==> config.mk <==
export PLATFORM = sky130hd
export DESIGN_NAME = motion_ctrl
export DESIGN_NICKNAME = d
export VERILOG_FILES = /design/src/rtl/motion_ctrl.sv
export SDC_FILE = /design/constraint.sdc
export NUM_CORES = 1
export LEC_CHECK = 0
export CAP_MARGIN = 25
export CORE_MARGIN = 1.5
export CORE_UTILIZATION = 40
export CTS_CLUSTER_DIAMETER = 80
export CTS_CLUSTER_SIZE = 24
export DETAILED_ROUTE_END_ITERATION = 12
export SETUP_SLACK_MARGIN = 0.15
export SLEW_MARGIN = 20
export SYNTH_ARGS = -nofsm -noshare
export SYNTH_HDL_FRONTEND = slang
export SYNTH_SLANG_ARGS = --single-unit
==> constraint.sdc <==
create_clock -name clk -period 5 [get_ports clk]
set_clock_uncertainty 0.05 [all_clocks]
set_input_delay 1.25 -clock clk [delete_from_list [all_inputs] [get_ports clk]]
set_output_delay 1.25 -clock clk [all_outputs]
set_load 0.01 [all_outputs]
==> src/rtl/motion_ctrl.sv <==
// motion_ctrl: line-follower steering controller.
// Sequences the inner/mid/outer IR emitter pairs, converts each right/left
// sensor through the shared A2D, builds a weighted position error and runs a
// PI loop that produces signed 12-bit left/right motor duty commands.
// Optional feature: define MOTION_BRAKE_EN to abort a loop in progress and
// zero the motor commands as soon as go falls (default: go only sampled in IDLE).
module motion_ctrl #(
    parameter logic [13:0] PTERM   = 14'h3680,
    parameter logic [11:0] ITERM   = 12'h500,
    parameter logic [11:0] FWD_MAX = 12'h700
) (
    input  logic        clk,
    input  logic        rst,
    input  logic        go,
    input  logic [11:0] A2D_res,
    input  logic        cnv_cmplt,
    output logic        strt_cnv,
    output logic [2:0]  chnnl,
    output logic        IR_in_en,
    output logic        IR_mid_en,
    output logic        IR_out_en,
    output logic [11:0] lft_reg,
    output logic [11:0] rht_reg
);

    localparam logic [3:0] IDLE      = 4'd0;
    localparam logic [3:0] SETTLE    = 4'd1;
    localparam logic [3:0] CNV_R     = 4'd2;
    localparam logic [3:0] WAIT32    = 4'd3;
    localparam logic [3:0] CNV_L     = 4'd4;
    localparam logic [3:0] INTG      = 4'd5;
    localparam logic [3:0] ICOMP     = 4'd6;
    localparam logic [3:0] PCOMP     = 4'd7;
    localparam logic [3:0] RIGHT_REG = 4'd8;
    localparam logic [3:0] LEFT_REG  = 4'd9;

    // Gains are unsigned; a zero sign bit lets them enter signed products.
    localparam logic signed [14:0] PTERM_S = {1'b0, PTERM};
    localparam logic signed [12:0] ITERM_S = {1'b0, ITERM};

    // Clamp a wide signed value into the 12-bit signed range [-2048, 2047].
    function automatic logic signed [11:0] sat12s(input logic signed [17:0] v);
        if (v > 18'sd2047)
            return 12'sh7FF;
        else if (v < -18'sd2048)
            return 12'sh800;
        else
            return v[11:0];
    endfunction

    // A2D channel of the right sensor for pair k (in, mid, out).
    function automatic logic [2:0] rht_chan(input logic [1:0] k);
        case (k)
            2'd0:    return 3'd1;
            2'd1:    return 3'd4;
            default: return 3'd3;
        endcase
    endfunction

    // A2D channel of the left sensor for pair k (in, mid, out).
    function automatic logic [2:0] lft_chan(input logic [1:0] k);
        case (k)
            2'd0:    return 3'd0;
            2'd1:    return 3'd2;
            default: return 3'd7;
        endcase
    endfunction

    logic [3:0]         state;
    logic [1:0]         pair;
    logic [11:0]        timer;
    logic [4:0]         wcnt;
    logic [1:0]         loop_cnt;
    logic [11:0]        fwd;
    logic signed [15:0] accum;
    logic signed [11:0] intgrl;
    logic signed [15:0] icomp;
    logic signed [15:0] pcomp;
    logic               dst2lft;

    logic signed [15:0] a2d_sh;
    logic signed [11:0] error;
    logic signed [11:0] err_div;
    logic signed [12:0] intg_sum;
    logic signed [11:0] intgrl_nxt;
    logic signed [24:0] iprod;
    logic signed [15:0] icomp_nxt;
    logic signed [26:0] pprod;
    logic signed [15:0] pcomp_nxt;
    logic signed [17:0] fwd_s;
    logic signed [17:0] rht_sum;
    logic signed [17:0] lft_sum;
    logic               ir_phase;

    // Emitter enables follow the active pair only while its sensors are in use.
    assign ir_phase  = (state == SETTLE) || (state == CNV_R) ||
                       (state == WAIT32) || (state == CNV_L);
    assign IR_in_en  = ir_phase && (pair == 2'd0);
    assign IR_mid_en = ir_phase && (pair == 2'd1);
    assign IR_out_en = ir_phase && (pair == 2'd2);

    // PI datapath: weighted sample, saturated error, integrator and P/I terms.
    always_comb begin
        a2d_sh     = {4'b0000, A2D_res} << pair;
        error      = sat12s(18'(accum));
        err_div    = error >>> 4;
        intg_sum   = 13'(intgrl) + 13'(err_div);
        intgrl_nxt = sat12s(18'(intg_sum));
        iprod      = 25'(intgrl) * 25'(ITERM_S);
        icomp_nxt  = 16'(iprod >>> 8);
        pprod      = 27'(error) * 27'(PTERM_S);
        pcomp_nxt  = 16'(pprod >>> 12);
        fwd_s      = {6'b000000, fwd};
        rht_sum    = fwd_s - 18'(pcomp) - 18'(icomp);
        lft_sum    = fwd_s + 18'(pcomp) + 18'(icomp);
    end

    // Loop sequencer: sensor scan, accumulation, PI update and motor registers.
    always_ff @(posedge clk) begin
        if (rst) begin
            state    <= IDLE;
            pair     <= 2'd0;
            timer    <= 12'd0;
            wcnt     <= 5'd0;
            loop_cnt <= 2'd0;
            fwd      <= 12'd0;
            accum    <= 16'sd0;
            intgrl   <= 12'sd0;
            icomp    <= 16'sd0;
            pcomp    <= 16'sd0;
            dst2lft  <= 1'b0;
            strt_cnv <= 1'b0;
            chnnl    <= 3'd0;
            lft_reg  <= 12'd0;
            rht_reg  <= 12'd0;
        end
`ifdef MOTION_BRAKE_EN
        else if (!go && (state != IDLE)) begin
            state    <= IDLE;
            pair     <= 2'd0;
            timer    <= 12'd0;
            wcnt     <= 5'd0;
            loop_cnt <= 2'd0;
            fwd      <= 12'd0;
            accum    <= 16'sd0;
            intgrl   <= 12'sd0;
            dst2lft  <= 1'b0;
            strt_cnv <= 1'b0;
            lft_reg  <= 12'd0;
            rht_reg  <= 12'd0;
        end
`endif
        else begin
            strt_cnv <= 1'b0;
            dst2lft  <= 1'b0;
            // The accumulator is emptied on the strobe that closes each loop.
            if (dst2lft)
                accum <= 16'sd0;
            case (state)
                IDLE: begin
                    if (go) begin
                        if (fwd < FWD_MAX)
                            fwd <= fwd + 12'd1;
                        pair  <= 2'd0;
                        timer <= 12'd0;
                        state <= SETTLE;
                    end else begin
                        fwd <= 12'd0;
                    end
                end
                SETTLE: begin
                    if (timer == 12'hFFF) begin
                        timer    <= 12'd0;
                        strt_cnv <= 1'b1;
                        chnnl    <= rht_chan(pair);
                        state    <= CNV_R;
                    end else begin
                        timer <= timer + 12'd1;
                    end
                end
                CNV_R: begin
                    // cnv_cmplt still shows the previous result during the start pulse.
                    if (!strt_cnv && cnv_cmplt) begin
                        accum <= accum + a2d_sh;
                        wcnt  <= 5'd0;
                        state <= WAIT32;
                    end
                end
                WAIT32: begin
                    if (wcnt == 5'd31) begin
                        wcnt     <= 5'd0;
                        strt_cnv <= 1'b1;
                        chnnl    <= lft_chan(pair);
                        state    <= CNV_L;
                    end else begin
                        wcnt <= wcnt + 5'd1;
                    end
                end
                CNV_L: begin
                    if (!strt_cnv && cnv_cmplt) begin
                        accum <= accum - a2d_sh;
                        if (pair == 2'd2) begin
                            state <= INTG;
                        end else begin
                            pair  <= pair + 2'd1;
                            timer <= 12'd0;
                            state <= SETTLE;
                        end
                    end
                end
                INTG: begin
                    // Integrator only updates on every fourth loop.
                    if (loop_cnt == 2'd3)
                        intgrl <= intgrl_nxt;
                    loop_cnt <= loop_cnt + 2'd1;
                    state    <= ICOMP;
                end
                ICOMP: begin
                    icomp <= icomp_nxt;
                    state <= PCOMP;
                end
                PCOMP: begin
                    pcomp <= pcomp_nxt;
                    state <= RIGHT_REG;
                end
                RIGHT_REG: begin
                    rht_reg <= sat12s(rht_sum);
                    state   <= LEFT_REG;
                end
                LEFT_REG: begin
                    lft_reg <= sat12s(lft_sum);
                    dst2lft <= 1'b1;
                    pair    <= 2'd0;
                    state   <= IDLE;
                end
                default: state <= IDLE;
            endcase
        end
    end

endmodule

==> results of run 1 <==
[kinds of logic (layout without fill, tap and decap cells)]
| logic type | after synthesis | in the layout | share of synthesized area |
|---|---|---|---|
| simple gates | 471 | 472 | 0.1797 |
| compound gates | 400 | 400 | 0.2125 |
| fa+ha+maj | 222 | 222 | 0.2640 |
| buf+inv | 193 | 284 | 0.06059 |
| flops | 125 | 125 | 0.2057 |
| xor+xnor | 89 | 89 | 0.06409 |
| mux | 16 | 16 | 0.01337 |
[worst min path at each step]
stage	start	end	slack, ns	depth (start not counted)
detailed placement	rht_reg[1]	rht_reg[1]	0.41	2
floorplan	icomp[12]	icomp[12]	0.40	2
CTS	rht_reg[1]	rht_reg[1]	0.42	2
finish	rht_reg[1]	rht_reg[1]	0.41	2
global placement	rht_reg[1]	rht_reg[1]	0.40	2
global route	icomp[12]	icomp[12]	0.45	2
[per-stage QoR]
stage               std cells  TNS [ns]
floorplan                1516         0
global placement         1948         0
detailed placement       1949   -0.2270
CTS                      1987         0
global route             1998   -0.3053
finish                   1998         0
[what timing repair did]
action | CTS | global route
setup buffers | 5 | 10
gates resized for setup | 26 | 51
setup endpoints to repair | 8 | 9
hold buffers | 0 | 0
pin swaps | 13 | 46
cloned | 1 | 0
[synth_stat cells, types with 4 or more instances]
cell / count
inv_1: 147
fa_1: 58
and2_1: 10
nand2b_1: 17
o21bai_1: 13
nor2b_1: 14
xnor2_1: 52
o211ai_1: 11
a222oi_1: 4
nand3_1: 19
dfxtp_1: 125
o31ai_1: 5
and3_1: 13
a31oi_1: 19
xor2_1: 37
or2_2: 5
a21oi_1: 138
a211oi_1: 34
nand4_1: 13
nor2_1: 150
or4_1: 6
a22oi_1: 5
or3_1: 13
o21ai_1: 4
clkbuf_1: 34
o22ai_1: 6
a21o_1: 32
buf_1: 5
ha_1: 163
o21a_1: 17
nor3_1: 34
o21ai_0: 67
nand2_1: 154
mux2i_1: 14
[worst register-to-register path, cell delays in order (launching register included)]
cell and delay [ns]:
dfxtp_4 0.37, nor4_4 0.25, buf_4 0.18, nor2_4 0.07, o21a_2 0.28, ha_4 0.30
buf_4 0.12, xor2_1 0.19, ha_1 0.28, fa_1 0.55, inv_1 0.06, fa_1 0.53
inv_1 0.04, ha_1 0.28, nor3_1 0.06, nor3_2 0.22, a31oi_2 0.13, o21bai_1 0.16
a21oi_1 0.09, or4_1 0.53, o311ai_1 0.09
[routing by layer]
| metal | vias up | part of all wire |
|---|---|---|
| li1 | 5432 | - |
| met1 | 5007 | 0.48 |
| met2 | 207 | 0.46 |
| met3 | 41 | 0.041 |
| met4 | 0 | 0.024 |
| met5 | - | 0 |
[final cells by class]
type | count | area (um2)
clock buffer | 19 | 452.9
clock inverter | 13 | 177.7
timing repair buffer | 104 | 905.9
fill | 2867 | 15360
sequential | 125 | 2516
multi-input combinational | 1199 | 9334
tap | 390 | 488.0
inverter | 148 | 558.0
==> metrics, run 1 <==
Avg Inst Size Synth=8.023 um2; initial antenna violation count=0; M3 GR Usage=0.03770; Tmin final=4.938 ns; pin count of the biggest net entering global routing=52; Worst path slowest cell=fa_1; fraction of layout cells with a size suffix above 1=0.1126; num rows=63; CTS Root Cell=clkbuf_16; Max Freq=0.2025 GHz; Setup WS post-layout=0.06196 ns; ant diodes=0; Worst R2R Start=accum[13]; Final Wtd Congestion=0.8670; CP endpoint kind=flip-flop; critical path's top delay family=adder cells; Startpoint Class=flip-flop; CTS tree=yes; clock tree sinks=125; Critical Path RT=5.28 ns; Worst R2R Setup Slack=0.06 ns; clk_lat worst skew=0.43 ns; chip width=177.4 um; commonest non-fill, non-tap cell in the layout=nand2_1; status=complete, no violations; P&R area growth vs syn=18.66%; CP startpoint=accum[13]; CP Class=reg -> reg; die height=177.4 um; GRT Residual Overflow=0; Setup crit end=pcomp[13]; largest area contributor in the netlist=dfxtp_1; Core Region=29800 um2; total track usage=0.2068; Worst-path clk slew=0.07 ns; Slew Viols, Final=0; TritonCTS buffer count=17; syn_nets=1753; via-per-instance ratio=5.349; nets=1832; max-capacitance violation count=0; Critical Path AT=5.22 ns; actual slew at the worst max-slew pin=1.004 ns; largest cells by area after synthesis=dfxtp_1 21%, ha_1 17%, fa_1 9.5%; EDFF count, synth=0; Routed Antenna Nets=0; GR met1 Demand/Resource=0.2799; DR vias=10687; Port Buffers=46; #FFs+latches synth=125; first-pass GRT wire length=52.24 mm; Die ar.=31460 um2; vias in the first global route=10320; Cell Area, Placed=13290 um2; main flop type after synthesis=dfxtp_1; post-synthesis cell area=12160 um2; WP buf/inv=4; met2 usage=0.3320; final instance area=14430 um2; WHS=0.4118 ns; dpl hpwl=24.88 mm; register area share after synthesis=0.2057; Yosys top cell area share=0.2057; first-pass iteration count of the detailed router=5; FFs w/ async S/R, synth=0; Final Hold Fails=0; drt drc=0; CP Cell Sequence=nor4_4 > buf_4 > nor2_4 > o21a_2 > ha_4 > buf_4 > xor2_1 > ha_1 > fa_1 > inv_1 > fa_1 > inv_1 > ha_1 > nor3_1 > nor3_2 > a31oi_2 > o21bai_1 > a21oi_1 > or4_1 > o311ai_1; clk buf depth=2; Post-Synthesis Cells=1516; Top Registers=accum x16, icomp x16, pcomp x15; total wire length=31.91 mm; Starting Density=0.4082; setup repair after global routing missed its margin=true; worst min-delay path category=reg -> reg; CP max stage delay=0.55 ns; Yosys cell types=81; Slew headroom=0.3281; commonest non-fill, non-tap cells in the layout=153 x nand2_1, 148 x nor2_1, 144 x ha_1, 140 x inv_1, 133 x a21oi_1; CTS H-tree depth=4; FF-to-FF End=pcomp[13]; # IOs=47; CP Depth=20; grt peak-use layer=met2; Ys Warns=0; wire length per cell=15.97 um; Tcrit/Tclk final=0.9876; Initial DRC Count=594; final setup fails=0; Max FO, Critical Path=5; R2R cell count=20; Core Util, Final=0.4844; pre-CTS setup slack=-0.1278 ns
Power of run 1 is not shown: default switching activity piles up to over one toggle a cycle in this logic, so the estimate is an artifact.
==> run 2: changes to the inputs <==
==> constraint.sdc (replaced) <==
create_clock -name clk -period 5 [get_ports clk]
set_clock_uncertainty 0.05 [all_clocks]
set_input_delay 1.25 -clock clk [delete_from_list [all_inputs] [get_ports clk]]
set_output_delay 1.25 -clock clk [all_outputs]
set_load 0.05 [all_outputs]
==> results of run 2 <==
Same layout as run 1: the final DEF is identical, and so are final timing and power.
Power of run 2 is left out for the same reason.
==> run 3: changes to the inputs <==
--- a/config.mk
+++ b/config.mk
@@ -8,8 +8,6 @@
 export CAP_MARGIN = 25
 export CORE_MARGIN = 1.5
 export CORE_UTILIZATION = 40
-export CTS_CLUSTER_DIAMETER = 80
-export CTS_CLUSTER_SIZE = 24
 export DETAILED_ROUTE_END_ITERATION = 12
 export SETUP_SLACK_MARGIN = 0.15
 export SLEW_MARGIN = 20
==> constraint.sdc (replaced) <==
create_clock -name clk -period 4.58 [get_ports clk]
set_clock_uncertainty 0.05 [all_clocks]
set_input_delay 1.145 -clock clk [delete_from_list [all_inputs] [get_ports clk]]
set_output_delay 1.145 -clock clk [all_outputs]
set_load 0.05 [all_outputs]
==> run 3 against run 2 <==
Against the previous run:
- the flow now finishes with violations (negative setup slack)
- critical path depth down 2
- design area up 1.8%
- setup slack worse by 0.34 ns
- non-clock buffer count up 40
- wire length down 1.6%
- hold slack worse by 0.0079 ns
- utilization up 0.89 points
- register-to-register slack worse by 0.34 ns
- via count up 1.1%
- global-route usage down 0.34 points
- count of clock-buffer cells in the layout unchanged
- final cell count up 2.0%
==> metrics, run 3 (synthesis gave the netlist of run 1 again) <==
GRT Residual Overflow=0 (unchanged); commonest non-fill, non-tap cell in the layout=nand2_1; clk buf depth=2 (unchanged); P&R area growth vs syn=20.84%; Slew headroom=0.4202 (+0.09211); WP buf/inv=2 (-2); DR vias=10808 (+1.1%); Tmin final=4.855 ns (-0.08269 ns); Starting Density=0.4082 (unchanged); setup repair after global routing missed its margin=true; Worst path slowest cell=fa_1; Startpoint Class=flip-flop; Die ar.=31460 um2 (unchanged); Max Freq=0.2060 GHz (+1.7%); drt drc=0 (unchanged); Routed Antenna Nets=0 (unchanged); max-capacitance violation count=0 (unchanged); via-per-instance ratio=5.306 (-0.80%); chip width=177.4 um (unchanged); Core Util, Final=0.4933 (+0.008902); Max FO, Critical Path=4 (-1); vias in the first global route=10131 (-1.8%); Tcrit/Tclk final=1.060 (+0.07251); pin count of the biggest net entering global routing=53 (+1.9%); Initial DRC Count=601 (+1.2%); WHS=0.4039 ns (-0.007926 ns); CP max stage delay=0.55 ns (about the same); pre-CTS setup slack=-0.2545 ns (-0.1266 ns); Port Buffers=46 (unchanged); dpl hpwl=24.60 mm (-1.1%); Final Hold Fails=0 (unchanged); Critical Path AT=5.14 ns (-0.08 ns); final setup fails=7 (+7); cell mode on critical path=fa_1; CTS H-tree depth=4 (unchanged); status=finished with violations; Final Wtd Congestion=0.8804 (+1.5%); failing checks=negative setup slack; Worst-path clk slew=0.07 ns (about the same); Setup WS post-layout=-0.2754 ns (-0.3373 ns); total track usage=0.2034 (-0.003437); critical path's top delay family=adder cells; CP endpoint kind=flip-flop; Top Registers=accum x16, icomp x16, pcomp x15; TritonCTS buffer count=17 (unchanged); CP Cell Sequence=or4_4 > a21oi_4 > a21oi_4 > ha_4 > inv_2 > fa_1 > inv_2 > fa_1 > fa_1 > ha_4 > a21o_1 > a2111oi_4 > nor3_4 > a31oi_2 > o21bai_1 > a21oi_2 > or4_1 > o311ai_2; nets=1872 (+2.2%); actual slew at the worst max-slew pin=0.8665 ns (-0.1376 ns); # IOs=47 (unchanged); CTS Root Cell=clkbuf_16; worst min-delay path category=reg -> reg; clk_lat worst skew=0.44 ns (about the same); Slew Viols, Final=0 (unchanged); Core Region=29800 um2 (unchanged); first-pass iteration count of the detailed router=5 (unchanged); ant diodes=0 (unchanged); first-pass GRT wire length=51.36 mm (-1.7%); Placed Cells=1991 (+2.2%); wire length per cell=15.42 um (-3.4%); total wire length=31.42 mm (-1.6%); fraction of layout cells with a size suffix above 1=0.1336 (+0.02101); CTS tree=yes; die height=177.4 um (unchanged); commonest non-fill, non-tap cells in the layout=154 x nand2_1, 153 x ha_1, 148 x nor2_1, 139 x inv_1, 123 x a21oi_1; initial antenna violation count=0 (unchanged); Final Non-Filler Cells=2037 (+2.0%); num rows=63 (unchanged); CP Class=reg -> reg; Critical Path RT=4.86 ns (-0.42 ns); clock tree sinks=125 (unchanged)
[run 3: metrics by stage]
| stage | cell area, um2 | TNS, ns |
|---|---|---|
| 4_1_cts | 14510 | -1.053 |
| 3_5_place_dp | 13720 | -1.177 |
| 6_report | 14700 | -1.079 |
| 5_1_grt | 14700 | -2.665 |
| 3_3_place_gp | 13710 | -0.5623 |
| 2_1_floorplan | 12310 | -0.1114 |
[run 3: layout make-up]
| type | count | area, um2 |
|---|---|---|
| inverter | 148 | 558.0 |
| clock buffer | 19 | 452.9 |
| sequential | 125 | 2512 |
| clock inverter | 12 | 136.4 |
| fill | 2819 | 15100 |
| timing repair buffer | 144 | 1250 |
| multi-input combinational | 1199 | 9300 |
| tap | 390 | 488.0 |
[run 3: worst paths after layout]
path / from / to / slack [ns] / cells past startpoint
worst max-delay path: accum[12] / pcomp[13] / -0.28 / 18
worst min-delay path: rht_reg[1] / rht_reg[1] / 0.40 / 2
worst max register to register: accum[12] / pcomp[13] / -0.28 / 18
worst min register to register: rht_reg[1] / rht_reg[1] / 0.40 / 2
[run 3: per-layer routing]
layer	vias to the layer above	global-route usage	share of wire
li1	5519	-	-
met1	5105	0.2789	0.48
met2	164	0.3390	0.47
met3	20	0.02549	0.032
met4	0	0.04727	0.0098
met5	-	0	0
[run 3: repair_timing]
action                     in CTS  in global routing
buffers inserted                9                  4
resized for setup              25                 31
pin swaps                      21                 15
hold buffers                    0                  0
setup endpoints to repair      10                 14
cloned                          1                  0
[run 3: worst reg2reg max path, cell delays in order (launching register included)]
cell,delay [ns]
dfxtp_4,0.37
or4_4,0.54
a21oi_4,0.15
a21oi_4,0.08
ha_4,0.30
inv_2,0.04
fa_1,0.51
inv_2,0.04
fa_1,0.55
fa_1,0.45
ha_4,0.30
a21o_1,0.19
a2111oi_4,0.10
nor3_4,0.20
a31oi_2,0.13
o21bai_1,0.18
a21oi_2,0.08
or4_1,0.42
o311ai_2,0.09
Power of run 3 is left out for the same reason.
